$ cat src/rtl/mm_tile_multiplier.sv
// Tiled signed matrix multiplier: C = A*B (or C += A*B) over a shared single-port-read memory.
// A, B and C live at fixed bases with row stride D; one output element is produced per CALC/WRITE pass.
module mm_tile_multiplier #(
    parameter int L_DIM    = 3,
    parameter int BITWIDTH = 32
) (
    input  logic                clk,
    input  logic                reset,
    input  logic                start,
    input  logic [L_DIM:0]      cfg_m,
    input  logic [L_DIM:0]      cfg_k,
    input  logic [L_DIM:0]      cfg_n,
    input  logic                cfg_acc,
    output logic [2*L_DIM+1:0]  rdaddr,
    input  logic [BITWIDTH-1:0] rddata,
    output logic [2*L_DIM+1:0]  wraddr,
    output logic [BITWIDTH-1:0] wrdata,
    output logic                we,
    output logic                busy,
    output logic                done,
    output logic                err
);

    localparam int D    = 1 << L_DIM;
    localparam int ACCW = 2 * BITWIDTH + L_DIM;
    localparam logic [L_DIM:0] D_CFG = {1'b1, {L_DIM{1'b0}}};
    localparam logic [L_DIM:0] ONE   = {{L_DIM{1'b0}}, 1'b1};
    localparam logic signed [ACCW-1:0] SAT_MAX = {{(ACCW-BITWIDTH+1){1'b0}}, {(BITWIDTH-1){1'b1}}};
    localparam logic signed [ACCW-1:0] SAT_MIN = {{(ACCW-BITWIDTH+1){1'b1}}, {(BITWIDTH-1){1'b0}}};

    typedef enum logic [2:0] {
        IDLE,
        LOAD_ROW,
        CALC,
        ACC_RD,
        WRITE,
        DONE
    } state_t;

    state_t state, state_next;

    logic [L_DIM:0]               m_q, k_q, n_q;
    logic                         acc_q;
    logic                         err_q;
    logic [L_DIM:0]               cnt;
    logic [L_DIM-1:0]             row, col;
    logic signed [ACCW-1:0]       accum;
    logic signed [BITWIDTH-1:0]   rowbuf [D];

    logic                         cfg_ok;
    logic                         cnt_last, col_last, row_last, issue_rd;
    logic [L_DIM-1:0]             buf_idx;
    logic signed [BITWIDTH-1:0]   buf_word;
    logic signed [2*BITWIDTH-1:0] a_ext, b_ext, product;
    logic signed [ACCW-1:0]       prod_ext, c_ext, wr_sum;
    logic [BITWIDTH-1:0]          sat_word;

    assign cfg_ok = (cfg_m != '0) && (cfg_m <= D_CFG) &&
                    (cfg_k != '0) && (cfg_k <= D_CFG) &&
                    (cfg_n != '0) && (cfg_n <= D_CFG);

    assign cnt_last = (cnt == k_q);
    assign issue_rd = (cnt < k_q);
    assign col_last = ({1'b0, col} == (n_q - ONE));
    assign row_last = ({1'b0, row} == (m_q - ONE));

    // Data returning in count c belongs to the read issued in count c-1; modular
    // wrap of the low bits maps count D back onto entry D-1.
    assign buf_idx  = cnt[L_DIM-1:0] - L_DIM'(1);
    assign buf_word = rowbuf[buf_idx];
    assign a_ext    = {{BITWIDTH{rddata[BITWIDTH-1]}}, rddata};
    assign b_ext    = {{BITWIDTH{buf_word[BITWIDTH-1]}}, buf_word};
    assign product  = a_ext * b_ext;
    assign prod_ext = {{L_DIM{product[2*BITWIDTH-1]}}, product};
    assign c_ext    = acc_q ? {{(ACCW-BITWIDTH){rddata[BITWIDTH-1]}}, rddata} : '0;
    assign wr_sum   = accum + c_ext;

    always_comb begin
        sat_word = wr_sum[BITWIDTH-1:0];
        if (wr_sum > SAT_MAX) begin
            sat_word = SAT_MAX[BITWIDTH-1:0];
        end else if (wr_sum < SAT_MIN) begin
            sat_word = SAT_MIN[BITWIDTH-1:0];
        end
    end

    always_ff @(posedge clk or posedge reset) begin
        if (reset) begin
            state <= IDLE;
        end else begin
            state <= state_next;
        end
    end

    always_comb begin
        state_next = state;
        rdaddr     = '0;
        wraddr     = '0;
        wrdata     = '0;
        we         = 1'b0;
        busy       = (state != IDLE);
        done       = 1'b0;
        case (state)
            IDLE: begin
                if (start) begin
                    state_next = cfg_ok ? LOAD_ROW : DONE;
                end
            end
            LOAD_ROW: begin
                if (issue_rd) begin
                    rdaddr = {2'b00, row, cnt[L_DIM-1:0]};
                end
                if (cnt_last) begin
                    state_next = CALC;
                end
            end
            CALC: begin
                if (issue_rd) begin
                    rdaddr = {2'b01, cnt[L_DIM-1:0], col};
                end
                if (cnt_last) begin
                    state_next = acc_q ? ACC_RD : WRITE;
                end
            end
            ACC_RD: begin
                rdaddr     = {2'b10, row, col};
                state_next = WRITE;
            end
            WRITE: begin
                we     = 1'b1;
                wraddr = {2'b10, row, col};
                wrdata = sat_word;
                if (!col_last) begin
                    state_next = CALC;
                end else if (!row_last) begin
                    state_next = LOAD_ROW;
                end else begin
                    state_next = DONE;
                end
            end
            DONE: begin
                done       = 1'b1;
                state_next = IDLE;
            end
            default: state_next = IDLE;
        endcase
    end

    // Job configuration, loop indices and the dot-product accumulator.
    always_ff @(posedge clk or posedge reset) begin
        if (reset) begin
            m_q   <= '0;
            k_q   <= '0;
            n_q   <= '0;
            acc_q <= 1'b0;
            err_q <= 1'b0;
            cnt   <= '0;
            row   <= '0;
            col   <= '0;
            accum <= '0;
        end else begin
            case (state)
                IDLE: begin
                    if (start) begin
                        err_q <= !cfg_ok;
                        m_q   <= cfg_m;
                        k_q   <= cfg_k;
                        n_q   <= cfg_n;
                        acc_q <= cfg_acc;
                        cnt   <= '0;
                        row   <= '0;
                        col   <= '0;
                    end
                end
                LOAD_ROW: begin
                    cnt <= cnt_last ? '0 : cnt + ONE;
                end
                CALC: begin
                    cnt   <= cnt_last ? '0 : cnt + ONE;
                    accum <= (cnt == '0) ? '0 : accum + prod_ext;
                end
                WRITE: begin
                    if (!col_last) begin
                        col <= col + L_DIM'(1);
                    end else begin
                        col <= '0;
                        row <= row + L_DIM'(1);
                    end
                end
                default: ;
            endcase
        end
    end

    always_ff @(posedge clk) begin
        if (state == LOAD_ROW && cnt != '0) begin
            rowbuf[buf_idx] <= rddata;
        end
    end

    assign err = err_q;

endmodule

$ cat config.mk
export PLATFORM = sky130hd
export DESIGN_NAME = mm_tile_multiplier
export DESIGN_NICKNAME = d
export VERILOG_FILES = /design/src/rtl/mm_tile_multiplier.sv
export SDC_FILE = /design/constraint.sdc
export NUM_CORES = 2
export LEC_CHECK = 0
export BUFFER_PORTS_ARGS = -buffer_cell sky130_fd_sc_hd__clkbuf_2
export CAP_MARGIN = 0
export CORE_AREA = 8 8 311 283
export DETAILED_ROUTE_END_ITERATION = 8
export DIE_AREA = 0 0 319 291
export GPL_TIMING_DRIVEN = 0
export PLACE_DENSITY_LB_ADDON = 0.3
export REMOVE_ABC_BUFFERS = 1
export SLEW_MARGIN = 5
export SYNTH_ARGS = -nofsm -noshare
export SYNTH_HDL_FRONTEND = slang
export SYNTH_SLANG_ARGS = --single-unit
$ cat constraint.sdc
create_clock -name clk -period 26.6 [get_ports clk]
set_input_delay 2.66 -clock clk [delete_from_list [all_inputs] [get_ports clk]]
set_output_delay 2.66 -clock clk [all_outputs]
set_load 0.05 [all_outputs]
==> flow_summary.toml <==
[run_status]
status = "finished, final reports clean"

[yosys]
yosysTopAreaCell = "fa_1"
synth_area_leaders = "fa_1 (38%), edfxtp_1 (13%), ha_1 (7.2%)"
syn-cell-area_sq_um = 57400
async_flop_share_pct = 26.9
ys_seq_elements = 350
synth_cell_types = 89
yosysWarnings = 0
syn_area_per_cell_sq_um = 9.70
syn_inst = 5917
synth_edf_count = 256
yosysSeqAreaShare_pct = 17.5
synth_top_cell_area_share_pct = 37.8
synth_flop_cell = "edfxtp_1"

[cells_and_area]
final_common_cell = "fa_1"
final_cell_mix = "fa_1 (1,083), inv_1 (975), nand2_1 (689), ha_1 (329), and2_1 (328)"
drive_above_1_share_pct = 5.49
instances_no_fill = 6943
synthToLayoutAreaGrowth_pct = 5.49
finalNetCount = 7293

[sta]
period_needed_ps = 16020
setup_tns_ps = 0
hold_violations = 0
maxSlewHeadroom_pct = 6.66
period_share_pct = 60.2
holdWs_ps = 486
setup_violations = 0
clock_skew_ps = 24.0
tightest_slew_ps = 1400
final_max_slew_viol_count = 0
rsz0062_at_grt = "false"
fmax_ghz = 0.0624

[floorplanning]
num_rows = 101
dieArea_sq_um = 92800
die_x_um = 319
coreArea_sq_um = 83200
start_util_pct = 69.0
die_h_um = 291
ios = 100

[drt]
wl_met2_um = 71700
wire_per_inst_um = 22.1
drc = 0
drt_iter0_drc = 4339
drt-total-wl_um = 154000
postRouteAntennaNets = 0
vias = 43500
highest_layer = "met5"
drt-met1-wl_um = 57500
firstDrtPassIters = 8
wl_met3_um = 15300
via_per_inst = 6.26

[critical_path]
crit_path_max_incr_delay_ps = 910
worstReg2RegEnd = "accum[66]$_DFFE_PP0P_"
r2r_slack_ps = 10580
path_max_fanout = 18
crit_start = "cnt[0]$_DFFE_PP0P_"
regToRegStartpoint = "cnt[0]$_DFFE_PP0P_"
critPathLaunchType = "flop"
required_ps = 27080
crit_end = "accum[66]$_DFFE_PP0P_"
critPathMostFrequentCell = "fa_1"
r2r_cells = 49
cp_slowest_cell = "xor2_1"
critPathCaptureType = "flop"
crit_arrival_ps = 16500
worstSetupPathType = "reg2reg"

[cts]
postCtsHoldBufs = 0
clk_latency_ps = 590
cts.repair.resized = 0
cts_tree = "yes"
cts_max_level = 2
cts.sinks = 350
cts_root_buf = "clkbuf_16"
clk_pin_slew_ps = 60
cts_setup_buffers = 0
clockBufferDepth = 3
numCtsBuffers = 39

[global_routing]
grt_antenna_before_repair = 5
grt_max_degree = 73
grt_pass1_vias = 45900
grt_usage_pct = 33.4
grt_pass1_wl_um = 247000
grt_overflow_total = 0

[min_path]
hold_class = "reg2reg"

[flow_run]
drv_cap = 0

[place]
place_congestion = 0.957
dp_hpwl_um = 115000
port_buffers = 98
dp_cells = 6872
layer usage:
layer | vias up | global-route usage [%]
met5 | - | 0
met4 | 4 | 16.4
met3 | 599 | 6.53
met2 | 2442 | 53.4
met1 | 21800 | 43.9
li1 | 18700 | -
registers in the layout, indices dropped and copies added (netlist names):
register	cells
rowbuf	256
accum	67
cnt	4
k_q	4
m_q	4
n_q	4
col	3
row	3
state	3
acc_q	1
err	1
worst max-delay path, delay by kind of cell (launching register included):
kind                     cells  cell delay, ps
AO/OA/AOI/OAI               21            5200
XOR/XNOR                     3            1320
adder cells (fa/ha/maj)     11            5040
buffers and inverters        7            1090
flip-flops                   1             810
AND/OR/NAND/NOR              7            2410
cell usage after synthesis (8+ instances only):
| master | count |
|---|---|
| a211oi_1 | 22 |
| a21o_1 | 111 |
| a21oi_1 | 210 |
| a221oi_1 | 8 |
| a22o_1 | 9 |
| a22oi_1 | 122 |
| a31oi_1 | 20 |
| and2_1 | 328 |
| and3_1 | 37 |
| and4_1 | 13 |
| clkbuf_1 | 297 |
| dfrtp_1 | 94 |
| edfxtp_1 | 256 |
| fa_1 | 1084 |
| ha_1 | 329 |
| inv_1 | 976 |
| nand2_1 | 690 |
| nand2b_1 | 62 |
| nand3_1 | 58 |
| nand4_1 | 74 |
| nor2_1 | 170 |
| nor2b_1 | 250 |
| nor3_1 | 40 |
| nor4_1 | 8 |
| o211ai_1 | 26 |
| o21a_1 | 19 |
| o21ai_0 | 160 |
| o21ai_1 | 11 |
| o21bai_1 | 30 |
| o311ai_1 | 16 |
| o31ai_1 | 21 |
| or2_2 | 16 |
| or3_1 | 10 |
| xnor2_1 | 119 |
| xor2_1 | 86 |
cell families (layout without fill, tap and decap cells):
group                      Yosys count  after routing  share of synthesized area [%]
other                                1              3                        0.00653
AOI/OAI and AO/OA                  880            880                           10.3
muxes                                3              3                         0.0589
adders and majority gates         1413           1413                           45.0
xor gates and xnor gates           205            205                           3.13
buffers and inverters             1288           1231                           8.50
DFF                                350            350                           17.5
and+or+nand+nor                   1777           1777                           15.6
metrics by stage:
stage	cell area (sq um)	setup WS, ps	util (%)
global route	60500	10100	72.8
CTS	60500	10960	72.8
floorplan	56200	13300	-
global placement	58000	8030	69.8
finish	60500	10580	72.8
detailed placement	59300	11090	71.3
worst min path at each step:
stage,startpoint,to,slack (ps),depth (start not counted)
CTS,err$_DFFE_PP0P_,err$_DFFE_PP0P_,490,2
finish,err$_DFFE_PP0P_,err$_DFFE_PP0P_,490,2
global route,k_q[0]$_DFFE_PP0P_,k_q[0]$_DFFE_PP0P_,520,2
global placement,err$_DFFE_PP0P_,err$_DFFE_PP0P_,460,2
floorplan,k_q[0]$_DFFE_PP0P_,k_q[0]$_DFFE_PP0P_,450,2
detailed placement,err$_DFFE_PP0P_,err$_DFFE_PP0P_,480,2
layout make-up:
| cell class | count | area [sq um] |
|---|---|---|
| fillers | 5869 | 22600 |
| inverters | 976 | 3670 |
| clock inverters | 18 | 195 |
| well taps | 1081 | 1350 |
| flip-flops and latches | 350 | 10000 |
| clock buffers | 51 | 1050 |
| repair buffers | 186 | 1620 |
| multi-input cells | 4279 | 42600 |
| diodes | 2 | 5.00 |
Power is left out: the tool's default activity adds up to more than one toggle a clock period on the data nets, which glitch-free logic cannot reach.
